--- src/rtl/axi_line_fill_master.sv ---
// AXI4 read-only line-fill initiator: one critical-word-first WRAP burst per miss,
// early critical-word forward, full line reassembled in cache order.
module axi_line_fill_master #(
  parameter int unsigned ADDR_WIDTH = 32,
  parameter int unsigned DATA_WIDTH = 32,
  parameter int unsigned LINE_WORDS = 4,
  parameter int unsigned AXI_ID     = 0
) (
  input  logic                             clk,
  input  logic                             rst,
  input  logic                             req_valid,
  input  logic [ADDR_WIDTH-1:0]            req_addr,
  output logic                             req_ready,
  output logic                             crit_valid,
  output logic [DATA_WIDTH-1:0]            crit_data,
  output logic                             line_valid,
  output logic [LINE_WORDS*DATA_WIDTH-1:0] line_data,
  output logic                             line_err,
  output logic [3:0]                       m_axi_arid,
  output logic [ADDR_WIDTH-1:0]            m_axi_araddr,
  output logic [7:0]                       m_axi_arlen,
  output logic [2:0]                       m_axi_arsize,
  output logic [1:0]                       m_axi_arburst,
  output logic                             m_axi_arvalid,
  input  logic                             m_axi_arready,
  input  logic [DATA_WIDTH-1:0]            m_axi_rdata,
  input  logic [1:0]                       m_axi_rresp,
  input  logic                             m_axi_rlast,
  input  logic                             m_axi_rvalid,
  output logic                             m_axi_rready
);
  localparam int unsigned BYTE_BITS = $clog2(DATA_WIDTH / 8);
  localparam int unsigned IDX_BITS  = $clog2(LINE_WORDS);

  typedef enum logic [1:0] {S_IDLE, S_AR, S_R, S_DONE} state_t;

  state_t                r_state;
  logic [ADDR_WIDTH-1:0] r_araddr;
  logic                  r_arvalid;
  logic                  r_rready;
  logic                  r_req_ready;
  logic                  r_crit_valid;
  logic [DATA_WIDTH-1:0] r_crit_data;
  logic                  r_line_valid;
  logic                  r_line_err;
  logic                  r_err;
  logic [IDX_BITS-1:0]   r_w0;
  logic [IDX_BITS-1:0]   r_beat;
  logic [DATA_WIDTH-1:0] r_words [LINE_WORDS];

  logic [IDX_BITS-1:0]   w_idx;
  logic                  w_last_idx;
  logic                  w_beat_err;
  logic                  w_end;

  // Index arithmetic wraps naturally because LINE_WORDS is a power of two.
  assign w_idx      = r_w0 + r_beat;
  assign w_last_idx = (r_beat == IDX_BITS'(LINE_WORDS - 1));
  // RLAST must coincide exactly with the final beat; early or missing both flag an error.
  assign w_beat_err = r_err | (m_axi_rresp != 2'b00) | (m_axi_rlast != w_last_idx);
  assign w_end      = m_axi_rlast | w_last_idx;

  always_ff @(posedge clk) begin
    if (rst) begin
      r_state      <= S_IDLE;
      r_araddr     <= '0;
      r_arvalid    <= 1'b0;
      r_rready     <= 1'b0;
      r_req_ready  <= 1'b1;
      r_crit_valid <= 1'b0;
      r_crit_data  <= '0;
      r_line_valid <= 1'b0;
      r_line_err   <= 1'b0;
      r_err        <= 1'b0;
      r_w0         <= '0;
      r_beat       <= '0;
      for (int unsigned k = 0; k < LINE_WORDS; k++) r_words[k] <= '0;
    end else begin
      r_crit_valid <= 1'b0;
      r_line_valid <= 1'b0;
      unique case (r_state)
        S_IDLE: begin
          if (req_valid && r_req_ready) begin
            r_araddr    <= req_addr & ~ADDR_WIDTH'(DATA_WIDTH / 8 - 1);
            r_w0        <= req_addr[BYTE_BITS +: IDX_BITS];
            r_req_ready <= 1'b0;
            r_arvalid   <= 1'b1;
            r_state     <= S_AR;
          end
        end
        S_AR: begin
          if (m_axi_arready) begin
            r_arvalid <= 1'b0;
            r_rready  <= 1'b1;
            r_state   <= S_R;
          end
        end
        S_R: begin
          if (m_axi_rvalid) begin
            r_words[w_idx] <= m_axi_rdata;
            if (r_beat == '0) begin
              r_crit_data  <= m_axi_rdata;
              r_crit_valid <= 1'b1;
            end
            r_err  <= w_beat_err;
            r_beat <= r_beat + 1'b1;
            if (w_end) begin
              r_rready     <= 1'b0;
              r_line_valid <= 1'b1;
              r_line_err   <= w_beat_err;
              r_state      <= S_DONE;
            end
          end
        end
        S_DONE: begin
          r_line_err  <= 1'b0;
          r_err       <= 1'b0;
          r_beat      <= '0;
          r_req_ready <= 1'b1;
          r_state     <= S_IDLE;
        end
        default: r_state <= S_IDLE;
      endcase
    end
  end

  always_comb begin
    line_data = '0;
    for (int unsigned k = 0; k < LINE_WORDS; k++) line_data[k*DATA_WIDTH +: DATA_WIDTH] = r_words[k];
  end

  assign req_ready     = r_req_ready;
  assign crit_valid    = r_crit_valid;
  assign crit_data     = r_crit_data;
  assign line_valid    = r_line_valid;
  assign line_err      = r_line_err;
  assign m_axi_arid    = 4'(AXI_ID);
  assign m_axi_araddr  = r_araddr;
  assign m_axi_arlen   = 8'(LINE_WORDS - 1);
  assign m_axi_arsize  = 3'(BYTE_BITS);
  assign m_axi_arburst = 2'b10;
  assign m_axi_arvalid = r_arvalid;
  assign m_axi_rready  = r_rready;
endmodule

--- config.mk ---
export PLATFORM = sky130hd
export DESIGN_NAME = axi_line_fill_master
export DESIGN_NICKNAME = d
export VERILOG_FILES = /design/src/rtl/axi_line_fill_master.sv
export SDC_FILE = /design/constraint.sdc
export NUM_CORES = 1
export LEC_CHECK = 0
export ABC_AREA = 1
export CAP_MARGIN = 20
export CORE_MARGIN = 2
export CORE_UTILIZATION = 45
export DETAILED_ROUTE_END_ITERATION = 8
export HOLD_SLACK_MARGIN = 0.03
export PLACE_DENSITY_LB_ADDON = 0.25
export SLEW_MARGIN = 10
export SYNTH_ARGS = -nofsm -noshare
export SYNTH_HDL_FRONTEND = slang
export SYNTH_SLANG_ARGS = --single-unit
--- constraint.sdc ---
create_clock -name clk -period 3 [get_ports clk]
set_input_delay 0.6 -clock clk [delete_from_list [all_inputs] [get_ports clk]]
set_output_delay 0.6 -clock clk [all_outputs]
set_load 0.01 [all_outputs]
Word level (Yosys, flattened, before mapping)
Memory sizes are Yosys's and may differ from the RTL's.
Index checks and enable logic that the tools add are counted.
- memories: 1
- logic and storage cells: 79
- input bits: 72
- RAM bits: 128
- bits in registers: 75
- memory list (name ; depth ; width ; read ports ; clocked after Yosys merged registers in ; write ports ; line ; RTL):
    r_words ; 4 ; 32 ; 4 ; 0 ; 4 ; 49 ; logic [DATA_WIDTH-1:0] r_words [LINE_WORDS];
- bitwise gates (word level): 5
- mux-type cells: 32
- eq/ne operators: 9
- reduce and logical (&&, ||, !) cells: 18
- add/sub/neg operators: 2
- operators with widths (kind ; number):
    $mux 32 ; 1
    $reduce_or 32->1 ; 1
    $mux 1 ; 18
    $mux 2 ; 6
    $pmux 1 s2 ; 5
    $reduce_bool 2->1 ; 5
    $reduce_and 3->1 ; 3
    $ne 2x2->1 const B ; 4
    $pmux 2 s4 ; 1
    $reduce_and 4->1 ; 2
    $eq 2x2->1 const B ; 3
    $reduce_and 2->1 ; 3
    $logic_not 2->1 ; 2
    $pmux 2 s2 ; 1
    $or 1x1->1 ; 3
    $reduce_or 3->1 ; 1
    $add 2x1->2 const B ; 1
    $add 2x2->2 ; 1
    $eq 2x1->1 const B ; 1
    $not 1->1 ; 2
    $logic_and 1x1->1 ; 1
    $ne 1x1->1 ; 1

Logic depth before layout (Yosys ltp)
- word-level depth: 6
- depth in mapped cells: 9

Least setup slack after synthesis
Ideal clock, no wire load.
- path type: in2reg
- from: input port rst
- to: memory r_words[2][0], enable pin
- setup time: 0.389 ns
- data required time: 2.611 ns
- arrival time: 2.108 ns
- path slack: 0.503 ns
- stages: 7
- path buffers: 2
- cell sequence: buf_2 -> nor2_4 -> inv_4 -> nor2_8 -> nand3_4 -> buf_6 -> nand2_1
- RTL lines (element ; line ; RTL):
    from (decl) ; 10 ; input logic rst,
    to (decl) ; 49 ;

==> run_results.csv <==
group,metric,value,unit
yosys,synth_simple_gate_area_frac,0.156,
cts,cts_tree,"built",
yosys,synthAdderAreaFrac,0.0128,
critical_path,crit_type,"flop to flop",
outcome,status,"completed",
drt,drtIter0Drc,299,
global_route,use_met2,0.363,
power_and_ir_drop,power_frac_comb,0.229,
global_route,grt_pass1_vias,5546,
floorplanning,boundaryPins,287,
cts,hold_buffers,0,
sta,fin_ws,0.854,ns
cts,numCtsBuffers,21,
power_and_ir_drop,p_per_area,681,nW/um^2
layout,antennaDiodeCount,0,
power_and_ir_drop,intPower,5570,uW
sta,setup_viol,0,
drt,drc,0,
drt,wirelength,20600,um
min_path,worstHoldPathType,"flop to flop",
yosys,synth-seq-cells,201,
critical_path,critPathCaptureType,"flop",
yosys,synth-compound-area-share,0.0675,
layout,area_delta_synth_final,44.7,%
power_and_ir_drop,seq_power_share,0.447,
global_route,grt_first_pass_wirelength,30700,um
cts,cts_max_level,1,
power_and_ir_drop,switchingPower,2130,uW
layout,layout_common_cells,"clkdlybuf4s50_1 (264), edfxtp_1 (128), nor2_1 (84)",
cts,cts_sinks,201,
cts,root_buffer,"clkbuf_16",
yosys,avgSynthCellArea,11.2,um^2
yosys,netlist_area,7820,um^2
drt,ant_nets,0,
floorplanning,die_w,136,um
drt,drt_pass1_iterations,4,
sta,slew_violations,0,
drt,wire_per_inst,17.0,um
sta,fin_hold_ws,0.441,ns
cts,cts.clk_slew.worst_paths,0.06,ns
sta,timing.final.crit_share,0.715,
yosys,synth_top_family_by_area,"simple AND/OR/NAND/NOR gates",
global_route,use_met3,0.0606,
yosys,ys_warn_count,0,
sta,finalSetupTns,0,ns
sta,relSlewSlack,0.612,
global_route,antenna_found_initial,0,
sta,finalCriticalPeriod,2.15,ns
layout,fill_cells,1380,
place,portBuffers,265,
sta,fin_skew,0.0244,ns
power_and_ir_drop,clkPwrFrac,0.325,
place,dpl.hpwl,13700,um
cts,insertion_delay,0.50,ns
power_and_ir_drop,irDropWorstVdd,0.476,mV
run,maxCapViolations,0,
global_route,grt_remaining_overflow,0,
drt,via_count,5826,
floorplanning,dieArea,18400,um^2
place,gp_congestion,0.818,
floorplanning,num_rows,48,
layout,nets,1048,
place,place_ws,0.521,ns
global_route,grt.busiest_layer,"met2",
global_route,use_met1,0.273,
cts,cts_buffer_depth,3,
layout,drive_gt1_frac,0.130,
sta,worst_slew_pin_slew,0.582,ns
critical_path,cp.arrival,2.36,ns
floorplanning,core_area,17100,um^2
drt,viasPerCell,4.82,
yosys,ys_types,27,
global_route,grt.total_usage,0.219,
sta,clock.fmax,466,MHz
sta,hold_viol,0,
critical_path,start_kind,"flop",
layout,layout_commonest_cell,"clkdlybuf4s50_1",
sta,rsz0062_at_grt,"no",
cts,cts_setup_buffers,0,
power_and_ir_drop,leakagePower,0.00430,uW
yosys,ys_seq_area_frac,0.679,
yosys,synth_xor_area_frac,0,
yosys,synthMuxAreaShare,0,
critical_path,cp.required,3.22,ns
cts,postCtsResizedCells,0,
power_and_ir_drop,sw_frac_of_total,0.277,
global_route,grt_start_max_net_pins,36,
yosys,synthCells,700,
floorplanning,die_h,136,um
floorplanning,initial_core_util,0.457,
critical_path,cp_max_fo,32,
## path summary, 6_finish.rpt
| kind | to | from | slack (ns) | depth (start not counted) |
|---|---|---|---|---|
| worst max-delay path | r_words[0][0]$_SDFFCE_PN0P_ | r_state[0]$_SDFFE_PP0P_ | 0.85 | 9 |
| worst min register to register | m_axi_araddr[25]$_SDFFE_PP0P_ | m_axi_araddr[25]$_SDFFE_PP0P_ | 0.44 | 2 |
| worst min-delay path | m_axi_araddr[25]$_SDFFE_PP0P_ | m_axi_araddr[25]$_SDFFE_PP0P_ | 0.44 | 2 |
| worst max register to register | r_words[0][0]$_SDFFCE_PN0P_ | r_state[0]$_SDFFE_PP0P_ | 0.85 | 9 |
## layer usage
metal  wire, um  up-vias  part of all wire
li1           -     2798                 -
met1       7980     2709              0.39
met2       9760      276              0.47
met3       2220       43              0.11
met4        635        0             0.031
met5          0        -                 0
## synth_stat cells, drive strengths merged
cell    instances  area share
o21a            1     0.00096
o21ai          35       0.022
buf            37       0.036
dfxtp          73        0.19
conb            2     0.00096
inv            79       0.038
nand4           1     0.00080
nand3          41       0.031
nor2          150       0.096
a21oi          66       0.042
o211ai          2      0.0019
nand2          58       0.028
clkbuf         18      0.0086
clkinv          1     0.00048
ha              8       0.013
edfxtp        128        0.49
## registers in the layout (all words and copies together) (netlist names)
| register | flops |
|---|---|
| m_axi_rready | 1 |
| line_err | 1 |
| r_words | 128 |
| r_w0 | 1 |
| r_beat | 2 |
| r_state | 2 |
| crit_valid | 1 |
| line_valid | 1 |
| m_axi_araddr | 29 |
| m_axi_arvalid | 1 |
| req_ready | 1 |
| crit_data | 32 |
| r_err | 1 |
## power groups by stage
| stage | clock network, uW | logic, uW | registers [uW] |
|---|---|---|---|
| 4_1_cts | 2540 | 1780 | 3440 |
| 2_1_floorplan | 0 | 667 | 3650 |
| 3_3_place_gp | 0 | 1750 | 3480 |
| 6_report | 2500 | 1760 | 3440 |
| 5_1_grt | 2650 | 1930 | 3480 |
| 3_5_place_dp | 0 | 1770 | 3500 |
## kinds of logic (layout without fill, tap and decap cells)
group / count (synthesis) / count (layout)
compound gates: 104 / 104
simple gates: 250 / 250
buf+inv: 135 / 401
flops: 201 / 201
fa+ha+maj: 8 / 8
other cells: 2 / 19
## critical path, stage by stage, from the launching register on
cell	delay [ns]
dfxtp_1	0.38
inv_1	0.08
ha_1	0.27
nand2_2	0.15
nor2_4	0.06
inv_4	0.19
nor2_8	0.06
nand3_4	0.08
buf_4	0.49
nor2_1	0.08
## metrics by stage
stage | util | std cells | total power (uW) | area [um^2]
after floorplan | - | 717 | 4320 | 7880
after global placement | 0.622 | 1170 | 5240 | 10600
after detailed placement | 0.622 | 1170 | 5270 | 10600
after CTS | 0.661 | 1208 | 7760 | 11300
after global routing | 0.661 | 1208 | 8060 | 11300
final | 0.661 | 1208 | 7700 | 11300
## area by class of cell
cell class	count	area (um^2)	share of cell area
clock inverter	10	82.6	0.00730
multi-input combinational	381	1940	0.171
tap	225	282	0.0249
inverter	80	303	0.0268
timing repair buffer	283	2820	0.249
clock buffer	28	582	0.0514
sequential	201	5310	0.469
No activity file was read; power rests on OpenSTA's default activity.
